[src/rtl/x9_fetch_pkg.sv]
// Shared fetch-unit types, default widths and the branch target table.
package x9_fetch_pkg;

  localparam int PC_W_DEF  = 10;
  localparam int TGT_W_DEF = 5;
  localparam int LUT_DEPTH = 32;
  localparam int LUT_IDX_W = $clog2(LUT_DEPTH);

  typedef enum logic [1:0] {
    IDLE = 2'd0,
    RUN  = 2'd1,
    HALT = 2'd2
  } fetch_state_e;

  typedef struct packed {
    logic halt;
    logic stall;
    logic branch;
    logic taken;
    logic rel;
  } fetch_ctl_t;

  // Entries are absolute addresses or two's-complement PC offsets, depending on rel.
  localparam logic [PC_W_DEF-1:0] BR_TGT [LUT_DEPTH] = '{
    10'd0,   10'd1,   10'd16,  10'd40,  10'd100, 10'd200, 10'd512, 10'h3FC,
    10'h3FF, 10'd2,   10'd8,   10'h3F0, 10'd1000, 10'd1023, 10'h200, 10'd64,
    10'd300, 10'h380, 10'd12,  10'd20,  10'd700, 10'h3E0, 10'd5,   10'd900,
    10'h300, 10'd3,   10'd128, 10'h3F8, 10'd1020, 10'd256, 10'd33,  10'h3FE
  };

  function automatic logic [15:0] sat_inc16(input logic [15:0] v);
    return (v == 16'hFFFF) ? v : v + 16'd1;
  endfunction

endpackage

[src/rtl/branch_lut.sv]
// Combinational branch target lookup; entries are sign-extended to PC_W.
module branch_lut
  import x9_fetch_pkg::*;
#(
  parameter int PC_W  = PC_W_DEF,
  parameter int TGT_W = TGT_W_DEF
) (
  input  logic [TGT_W-1:0] tgt_idx,
  output logic [PC_W-1:0]  tgt
);

  logic [LUT_IDX_W-1:0] idx;

  always_comb begin
    idx = LUT_IDX_W'(tgt_idx);
    tgt = PC_W'($signed(BR_TGT[idx]));
  end

endmodule

[src/rtl/fetch_unit.sv]
// Program counter sequencer: IDLE bubble, RUN with branch/stall/halt, sticky HALT.
module fetch_unit
  import x9_fetch_pkg::*;
#(
  parameter int PC_W     = PC_W_DEF,
  parameter int TGT_W    = TGT_W_DEF,
  parameter int PROG_LEN = 1024
) (
  input  logic             clk,
  input  logic             reset,
  input  logic             stall,
  input  logic             halt,
  input  logic             branch,
  input  logic             taken,
  input  logic             rel,
  input  logic [TGT_W-1:0] tgt_idx,
  output logic [PC_W-1:0]  pc,
  output logic             fetch_valid,
  output logic             done,
  output logic [15:0]      instr_count
);

  localparam logic [PC_W-1:0] LAST_PC = PC_W'(PROG_LEN - 1);

  fetch_state_e    state_q, state_d;
  logic [PC_W-1:0] pc_q, pc_d;
  logic            done_q, done_d;
  logic [15:0]     cnt_q, cnt_d;

  fetch_ctl_t      ctl;
  logic [PC_W-1:0] lut_tgt;
  logic [PC_W-1:0] br_tgt;

  branch_lut #(
    .PC_W  (PC_W),
    .TGT_W (TGT_W)
  ) u_lut (
    .tgt_idx (tgt_idx),
    .tgt     (lut_tgt)
  );

  always_comb begin
    ctl = '{halt: halt, stall: stall, branch: branch, taken: taken, rel: rel};
    // Relative targets wrap naturally at 2^PC_W; no bounds check on branches.
    br_tgt = ctl.rel ? (pc_q + lut_tgt) : lut_tgt;
  end

  always_comb begin
    state_d = state_q;
    pc_d    = pc_q;
    done_d  = done_q;
    cnt_d   = cnt_q;
    unique case (state_q)
      IDLE: state_d = RUN;
      RUN: begin
        if (ctl.halt) begin
          state_d = HALT;
          done_d  = 1'b1;
          cnt_d   = sat_inc16(cnt_q);
        end else if (!ctl.stall) begin
          cnt_d = sat_inc16(cnt_q);
          if (ctl.branch && ctl.taken) begin
            pc_d = br_tgt;
          end else if (pc_q == LAST_PC) begin
            // Falling off the end of the program halts instead of wrapping.
            state_d = HALT;
            done_d  = 1'b1;
          end else begin
            pc_d = pc_q + PC_W'(1);
          end
        end
      end
      HALT: ;
      default: state_d = IDLE;
    endcase
  end

  always_ff @(posedge clk or posedge reset) begin
    if (reset) begin
      state_q <= IDLE;
      pc_q    <= '0;
      done_q  <= 1'b0;
      cnt_q   <= '0;
    end else begin
      state_q <= state_d;
      pc_q    <= pc_d;
      done_q  <= done_d;
      cnt_q   <= cnt_d;
    end
  end

  assign pc          = pc_q;
  assign fetch_valid = (state_q == RUN);
  assign done        = done_q;
  assign instr_count = cnt_q;

endmodule

[config.mk]
export PLATFORM = sky130hd
export DESIGN_NAME = fetch_unit
export DESIGN_NICKNAME = d
export VERILOG_FILES = /design/src/rtl/x9_fetch_pkg.sv /design/src/rtl/branch_lut.sv /design/src/rtl/fetch_unit.sv
export SDC_FILE = /design/constraint.sdc
export NUM_CORES = 1
export LEC_CHECK = 0
export BUFFER_PORTS_ARGS = -buffer_cell sky130_fd_sc_hd__buf_4
export CORE_ASPECT_RATIO = 1.5
export CORE_UTILIZATION = 40
export CTS_BUF_LIST = sky130_fd_sc_hd__clkbuf_16
export DETAILED_ROUTE_END_ITERATION = 10
export PLACE_DENSITY_LB_ADDON = 0.2
export SLEW_MARGIN = 20
export SYNTH_ARGS = -nofsm -noshare
export SYNTH_HDL_FRONTEND = slang
export SYNTH_SLANG_ARGS = --single-unit
[constraint.sdc]
create_clock -name clk -period 5.3 [get_ports clk]
set_input_delay 1.06 -clock clk [delete_from_list [all_inputs] [get_ports clk]]
set_output_delay 1.06 -clock clk [all_outputs]
set_load 0.03 [all_outputs]
# After elaboration in Yosys (flattened, before gate mapping)
# Memories as Yosys holds them, arrays and structs flattened.
# Cells that the tools add are included.
# Widths: inputs -> output; s select.
[word_totals] inputBits=12 n_memories=1 output_inout_bits=28 mem_bits_ro=320 reg_bits=29
[op_classes] n_eq_ne=10 n_reduce_logical=7 n_addsub=3 magnitude_cmp=1 muxes=17 n_bitwise=4
[memory_table] memory="(name not given)" depth=32 word_bits=10 read_ports=1 rd_ports_with_merged_regs=0 write_ports=0 line_no="branch_lut.sv:16" rtl="tgt = PC_W'($signed(BR_TGT[idx]));"
[op_table] operator="$mux 10" n=5
[op_table] operator="$mux 16" n=3
[op_table] operator="$add 16x1->16 const B" n=1
[op_table] operator="$eq 16x16->1 const B" n=1
[op_table] operator="$reduce_and 4->1" n=3
[op_table] operator="$add 10x1->10 const B" n=1
[op_table] operator="$add 10x10->10" n=1
[op_table] operator="$eq 10x10->1 const B" n=1
[op_table] operator="$mux 2" n=4
[op_table] operator="$ge 6x6->1 const B" n=1
[op_table] operator="$ne 3x3->1 const B" n=2
[op_table] operator="$not 5->6" n=1
[op_table] operator="$pmux 2 s3" n=1
[op_table] operator="$mux 1" n=4
[op_table] operator="$ne 2x2->1 const B" n=2
[op_table] operator="$ne 3x2->1 const B" n=1
[op_table] operator="$not 1->1" n=3
[op_table] operator="$eq 2x1->1 const B" n=1
[op_table] operator="$eq 2x2->1 const B" n=1
[op_table] operator="$logic_not 2->1" n=1
[op_table] operator="$ne 2x1->1 const B" n=1
[op_table] operator="$reduce_and 2->1" n=1
[op_table] operator="$reduce_bool 2->1" n=1
[op_table] operator="$logic_and 1x1->1" n=1

# Depth between registers and ports, before layout
# Gate-level depths: netlist of the first run.
[logic_depth] word_depth=7 mapped_depth=14 mapped_depth_nobuf=14

# Hierarchy
# Synthesis of the first run repeated with hierarchy kept, for this count alone.
[unflattened] cells_unflattened=296 hier_area_um2=2678.8
[modules_own_cells] mod="fetch_unit" instances=1 area_each_um2=2068.2 seq_area_each_um2=725.7 cells_each=218
[modules_own_cells] mod="branch_lut" instances=1 area_each_um2=610.6 seq_area_each_um2=0.0 cells_each=78

# Worst setup path after synthesis of the first run
# OpenSTA, ideal clock, no wires.
[synth_timing] path_type="input-to-reg" start="input port tgt_idx[1]" end="register pc_q[9] (netlist: pc[9])" t_required_ns=5.206 stages=13 setup_slack_ns=1.501 n_path_buf=1 arrival_time_ns=3.705 path_cell_list="inv_1 -> ha_1 -> clkbuf_1 -> inv_1 -> mux4_2 -> a21o_1 -> ha_1 -> and4_1 -> nor3b_1 -> o21ba_2 -> a211oi_1 -> xnor2_1 -> a211oi_1"
[synth_via] elab_chain_cells=7
[synth_lines] item="start: declaration" line_no="fetch_unit.sv:16" rtl="input logic [TGT_W-1:0] tgt_idx,"
[synth_lines] item="$not 5->6 (implied by the code) (*)" line_no="branch_lut.sv:16"
[synth_lines] item="$mem_v2 32x10 (*)"
[synth_lines] item="$mux 10 (implied by the code) (*) (2 in a row)" line_no="branch_lut.sv:16"
[synth_lines] item="$add 10x10->10" line_no="fetch_unit.sv:45" rtl="br_tgt = ctl.rel ? (pc_q + lut_tgt) : lut_tgt;"
[synth_lines] item="$mux 10 (*)" line_no="fetch_unit.sv:45"
[synth_lines] item="$mux 10 (*)" line_no="fetch_unit.sv:62" rtl="if (ctl.branch && ctl.taken) begin"
[synth_lines] item="end signal: assignment" line_no="fetch_unit.sv:86" rtl="pc_q <= pc_d;"
[synth_lines] item="end: declaration" line_no="fetch_unit.sv:26" rtl="logic [PC_W-1:0] pc_q, pc_d;"
# Every way passes the cells marked *; elsewhere a longest branch is shown, timed or not. The select of a mux whose other input is x is not followed.
# A chain may end at the register's enable or synchronous reset.

# Worst setup path after layout of the first run
# Ends and elaborated chain as after synthesis.

==> reports/qor.txt, run 1 <==
clock root buffer: clkbuf_16
routability congestion estimate: 0.782
DRC violations left: 0
Cell Pwr Density: 458 nW/um^2
GR Util All Layers: 0.200
Crit Path Max Fanout: 9
number of enable flip-flop cells after synthesis: 0
Ys Warns: 0
DRT Pass-1 Iters: 4
final setup fails: 0
CTS clk-pin slew, worst paths: 0.05 ns
slew margin rel.: 0.620
Setup Skew: 0.00192 ns
hold crit path type: register to register
initial antenna violation count: 0
grt met2 use: 0.382
cts hold-fix bufs: 0
nets@finish: 364
Post-Syn Area per Cell: 8.60 um^2
synthesized net count: 330
share of post-route cells with drive strength above 1: 0.192
Starting Density: 0.417
grt ovf: 0
clock sink count: 29
RSZ-0062 raised after global routing: no
Ports: 40
vias post-DR: 2,326
clk_lat worst skew: 0.27 ns
Setup CP Type: primary input to register
Die X: 67.5 um
detailed router's first-iteration violation count: 122
vias in the first global route: 2,253
WP data arrival: 4.10 ns
global-route wire length before repair: 10.4 mm
final-report hold violation count: 0
Via density: 5.71
startpoint types: primary input
Most used DFF post-synth: dfrtp_1
fin. max-slew vios: 0
GRT met1 Usage: 0.215
status: finished clean
fill cell count: 605
CP Capture Type: register
register area share after synthesis: 0.282
min Tclk post-route: 3.92 ns
post-synthesis async set-or-reset flop share: 1.00
synth unique cells: 57
number of setup buffers added after CTS: 0
most common library cells after synthesis: dfrtp_1, a21oi_1, nand2_1
Synth top area share: 0.282
H-tree Lvls: 2
peak supply drop: 147 uV
leakage power: 1.34 nW
antenna viol nets, final: 0
Final period util: 0.740
fmax: 255 MHz
CTS tree: yes
Min Hold Slack: 0.479 ns
met3 Resource Use GR: 0.0250
DP HPWL: 4.77 mm
post-placement setup slack: 1.10 ns
largest net degree at the start of global routing: 30
Core Box Area: 6170 um^2
count leader, synth: dfrtp_1
DRT Wirelength: 6.12 mm
top cells by area, synth: dfrtp_1, ha_1, xnor2_1, a21oi_1, a211oi_1
synthesis-stage register bit count: 29
post-synth top area cell: dfrtp_1
TritonCTS buffer count: 5
die height: 100 um
Final TNS setup: 0 ns
GRT busiest layer: met2
Slew @ Worst Pin: 0.564 ns
max_cap viols: 0
antenna diode count: 0
Clock Tree Buf Depth: 2
final worst slack: 1.38 ns
post-synthesis cell count: 299
port bufs: 39
Critical Path RT: 5.47 ns
Die ar.: 6760 um^2
Post-Syn Area: 2570 um^2
row count: 35
Synth-to-Final Area Change: 17.7%
WL/cell: 15.0 um
PostCTS Resize Cnt: 0
-- power breakdown --
| part | internal [mW] | leakage [nW] | switching (mW) |
|---|---|---|---|
| clock network | 0.167 | 0.0685 | 0.0899 |
| logic | 0.308 | 0.904 | 0.422 |
| registers | 0.290 | 0.363 | 0.108 |
| total | 0.765 | 1.34 | 0.620 |
-- critical path: stages --
cell and delay, ns:
buf_4 0.13, inv_1 0.10, ha_1 0.43, inv_1 0.09
mux4_2 0.47, a21o_1 0.22, ha_1 0.34, and4_1 0.23
nor3b_1 0.32, nor2_1 0.09, a211oi_1 0.26, xnor2_1 0.12
a211oi_1 0.24
-- stage by stage --
step / power [mW] / util / cells / instance area [um^2]
finish: 1.39 / 0.490 / 407 / 3030
global route: 1.50 / 0.490 / 407 / 3030
CTS: 1.39 / 0.490 / 407 / 3030
detailed placement: 1.13 / 0.469 / 400 / 2890
global placement: 1.12 / 0.469 / 400 / 2890
floorplan: 0.915 / - / 299 / 2570
-- per-layer routing --
layer  part of all wire  vias to the layer above  routed length [um]
met4              0.015                        0                  90
met1               0.40                     1100                2470
met5                  0                        -                   0
met2               0.55                       56                3370
met3              0.032                        7                 199
li1                   -                     1163                   -
-- worst paths after layout --
path / end / slack, ns / cells after the start / from
min: state_q[1]$_DFFE_PP0P_ / 0.48 / 1 / state_q[0]$_DFFE_PP0P_
max in group asynchronous: instr_count[10]$_DFFE_PP0P_ / 4.17 / 3 / reset
max: pc[9]$_DFFE_PP0P_ / 1.38 / 13 / tgt_idx[1]
min reg2reg: state_q[1]$_DFFE_PP0P_ / 0.48 / 1 / state_q[0]$_DFFE_PP0P_
min in group asynchronous: instr_count[3]$_DFFE_PP0P_ / 0.87 / 3 / reset
max reg2reg: pc[6]$_DFFE_PP0P_ / 2.86 / 8 / pc[0]$_DFFE_PP0P_
-- registers in the layout, indices dropped and copies added, names as in the netlist --
name	cells
instr_count	16
state_q	2
done	1
pc	10
-- cells in the final DEF (no fill, tap or decap), types with 3 or more instances in the layout --
cell type / Yosys / layout
a211oi_1: 15 / 15
a21o_1: 5 / 5
a21oi_1: 26 / 26
and2_1: 4 / 4
and3_1: 4 / 4
and4_1: 3 / 3
buf_4: 1 / 41
clkbuf_16: 0 / 5
dfrtp_1: 29 / 29
ha_1: 18 / 18
inv_1: 14 / 15
mux2i_1: 7 / 7
nand2_1: 24 / 24
nand3_1: 12 / 12
nor2_1: 22 / 22
nor2b_1: 6 / 6
nor3_1: 5 / 5
o21ai_0: 19 / 19
o21bai_1: 4 / 4
o32ai_1: 3 / 3
xnor2_1: 16 / 16
xor2_1: 5 / 5
-- final cells by class --
type | count | area, um^2 | share of cell area
clock inverters | 2 | 7.51 | 0.00248
inverters | 14 | 52.6 | 0.0174
well taps | 74 | 92.6 | 0.0306
flip-flops and latches | 29 | 726 | 0.240
multi-input cells | 242 | 1720 | 0.567
repair buffers | 41 | 308 | 0.102
clock buffers | 5 | 125 | 0.0413
-- logic make-up after synthesis --
group,synth area share
muxes,0.0535
AOI/OAI and AO/OA,0.245
DFF,0.282
buffers and inverters,0.0511
adders and majority gates,0.0953
and+or+nand+nor,0.201
xor gates and xnor gates,0.0715
Note: power is estimated with default switching activity, not from simulation.
==> inputs of run 2 (changes only) <==
==> constraint.sdc (replaced) <==
create_clock -name clk -period 3.25 [get_ports clk]
set_input_delay 0.65 -clock clk [delete_from_list [all_inputs] [get_ports clk]]
set_output_delay 0.65 -clock clk [all_outputs]
set_load 0.03 [all_outputs]
==> run 2 against run 1 <==
Compared with the run above: combinational power grew 89%; clock power grew 63%; via count grew 8.3%; clock skew grew 0.0027 ns; cell area grew 12%; wire length grew 12%; utilization grew 6.1 points; cell count grew 11%; sequential share of layout area shrank 2.6 points; register-to-register slack lost 1.9 ns; worst hold slack lost 0.023 ns; critical endpoint is now pc[6]$_DFFE_PP0P_; worst setup slack lost 1.2 ns; largest cell class unchanged.
==> reports/qor.txt, run 2 (same netlist as run 1, synthesis figures left out) <==
status: finished clean
routability congestion estimate: 0.849 (+8.6%)
WL/cell: 15.2 um (+0.95%)
DRT Pass-1 Iters: 4 (unchanged)
H-tree Lvls: 2 (unchanged)
nets@finish: 407 (+12%)
hold crit path type: primary input to async pin
Die X: 67.5 um (unchanged)
DP HPWL: 5.42 mm (+13%)
Setup Skew: 0.00466 ns (+0.00274 ns)
number of setup buffers added after CTS: 0 (unchanged)
placed inst area: 3220 um^2 (+11%)
Setup CP Type: primary input to register
max_cap viols: 0 (unchanged)
Min Hold Slack: 0.455 ns (-0.0235 ns)
port bufs: 39 (unchanged)
initial antenna violation count: 0 (unchanged)
Clock Tree Buf Depth: 2 (unchanged)
Crit Path Max Fanout: 4 (-5)
clock sink count: 29 (unchanged)
clk_lat worst skew: 0.27 ns (about the same)
DRC violations left: 0 (unchanged)
Critical Path Slowest Stage Cell: mux4_2
grt ovf: 0 (unchanged)
DRT Wirelength: 6.84 mm (+12%)
Die ar.: 6760 um^2 (unchanged)
CTS clk-pin slew, worst paths: 0.05 ns (about the same)
antenna diode count: 0 (unchanged)
Core Box Area: 6170 um^2 (unchanged)
WP data arrival: 3.27 ns (-0.83 ns)
Starting Density: 0.417 (unchanged)
min Tclk post-route: 3.07 ns
CP Capture Type: register
Synth-to-Final Area Change: 32.2%
die height: 100 um (unchanged)
Finished Cell Area: 3400 um^2 (+12%)
Cell Pwr Density: 722 nW/um^2 (+58%)
detailed router's first-iteration violation count: 78 (-36%)
CTS tree: yes
fmax: 325 MHz
CP Cell Sequence: buf_4 -> buf_4 -> ha_2 -> buf_4 -> mux4_2 -> a21o_1 -> ha_1 -> buf_4 -> o21ai_0 -> o21bai_1 -> a21oi_2 -> xor2_1 -> a31o_2 -> a21oi_1
antenna viol nets, final: 0 (unchanged)
global-route wire length before repair: 11.4 mm (+10%)
share of post-route cells with drive strength above 1: 0.309 (+0.116)
Final period util: 0.946
Most common cell on crit path: buf_4
peak supply drop: 231 uV (+56%)
row count: 35 (unchanged)
leakage power: 1.55 nW (+16%)
total power draw: 2.45 mW (+77%)
Largest register FFs: 16 (unchanged)
clock root buffer: clkbuf_16
RSZ-0062 raised after global routing: no
slew margin rel.: 0.613 (-0.00751)
GR Util All Layers: 0.220 (+0.0207)
vias in the first global route: 2,546 (+13%)
leading cell types in the layout, fill and taps excluded: buf_4, dfrtp_1, a21oi_1
startpoint types: primary input
final-report hold violation count: 0 (unchanged)
vias post-DR: 2,520 (+8.3%)
largest net degree at the start of global routing: 30 (unchanged)
Final TNS setup: 0 ns (unchanged)
Via density: 5.60 (-2.0%)
final setup fails: 0 (unchanged)
TritonCTS buffer count: 5 (unchanged)
fill cell count: 594 (-1.8%)
commonest non-fill, non-tap cell in the layout: buf_4
Slew @ Worst Pin: 0.575 ns (+0.0111 ns)
cts hold-fix bufs: 0 (unchanged)
fin. max-slew vios: 0 (unchanged)
Max stage delay on crit path: 0.46 ns (about the same)
Ports: 40 (unchanged)
Critical Path RT: 3.44 ns (-2.03 ns)
## run 2: worst paths after layout
kind | startpoint | endpoint | slack, ns | cells past startpoint
min reg2reg | state_q[0]$_DFFE_PP0P_ | state_q[1]$_DFFE_PP0P_ | 0.47 | 1
max reg2reg | pc[0]$_DFFE_PP0P_ | pc[6]$_DFFE_PP0P_ | 1.00 | 8
max | tgt_idx[1] | pc[6]$_DFFE_PP0P_ | 0.18 | 14
min | reset | pc[8]$_DFFE_PP0P_ | 0.46 | 3
max in group asynchronous | reset | instr_count[14]$_DFFE_PP0P_ | 2.52 | 3
min in group clk | state_q[0]$_DFFE_PP0P_ | state_q[1]$_DFFE_PP0P_ | 0.47 | 1
## run 2: where the power goes
part           total, mW  switching (mW)  leakage [nW]  internal (mW)
Combinational       1.38           0.749          1.12          0.634
Sequential         0.652           0.179         0.363          0.473
Clock              0.419           0.146        0.0685          0.272
Total               2.45            1.07          1.55           1.38
## run 2: metal layers
layer / share of wire / track usage
met1: 0.39 / 0.228
met2: 0.56 / 0.430
met3: 0.022 / 0.0170
met4: 0.029 / 0.0867
met5: 0 / 0
## run 2: cell type report
cell class                      instances  area [um^2]  area share
Tap cell                               74         92.6      0.0272
Clock buffer                            5          125      0.0368
Timing Repair Buffer                   84          631       0.185
Sequential cell                        29          726       0.213
Clock inverter                          2         7.51     0.00221
Inverter                               14         52.6      0.0155
Multi-Input combinational cell        242         1770       0.519
## run 2: worst max-delay path: cells and delay by family
family | cells | cell delay (ns)
adders and majority gates | 2 | 0.48
AOI/OAI and AO/OA | 6 | 1.01
muxes | 1 | 0.46
buffers and inverters | 4 | 0.51
xor gates and xnor gates | 1 | 0.15
## run 2: per-stage QoR
step                      setup WS (ns)  std cells  utilization
after floorplan                 0.00183        299            -
after global placement           -0.355        443        0.522
after detailed placement         -0.377        443        0.522
after CTS                        0.0192        450        0.544
after global routing           0.000264        450        0.551
final                             0.177        450        0.551
## run 2: timing repair
action | 4_1_cts | 5_1_grt
resized for setup | 2 | 7
endpoints found under the hold margin | 0 | 0
pin swaps | 0 | 4
endpoints found under the setup margin | 2 | 4
gates cloned | 0 | 0
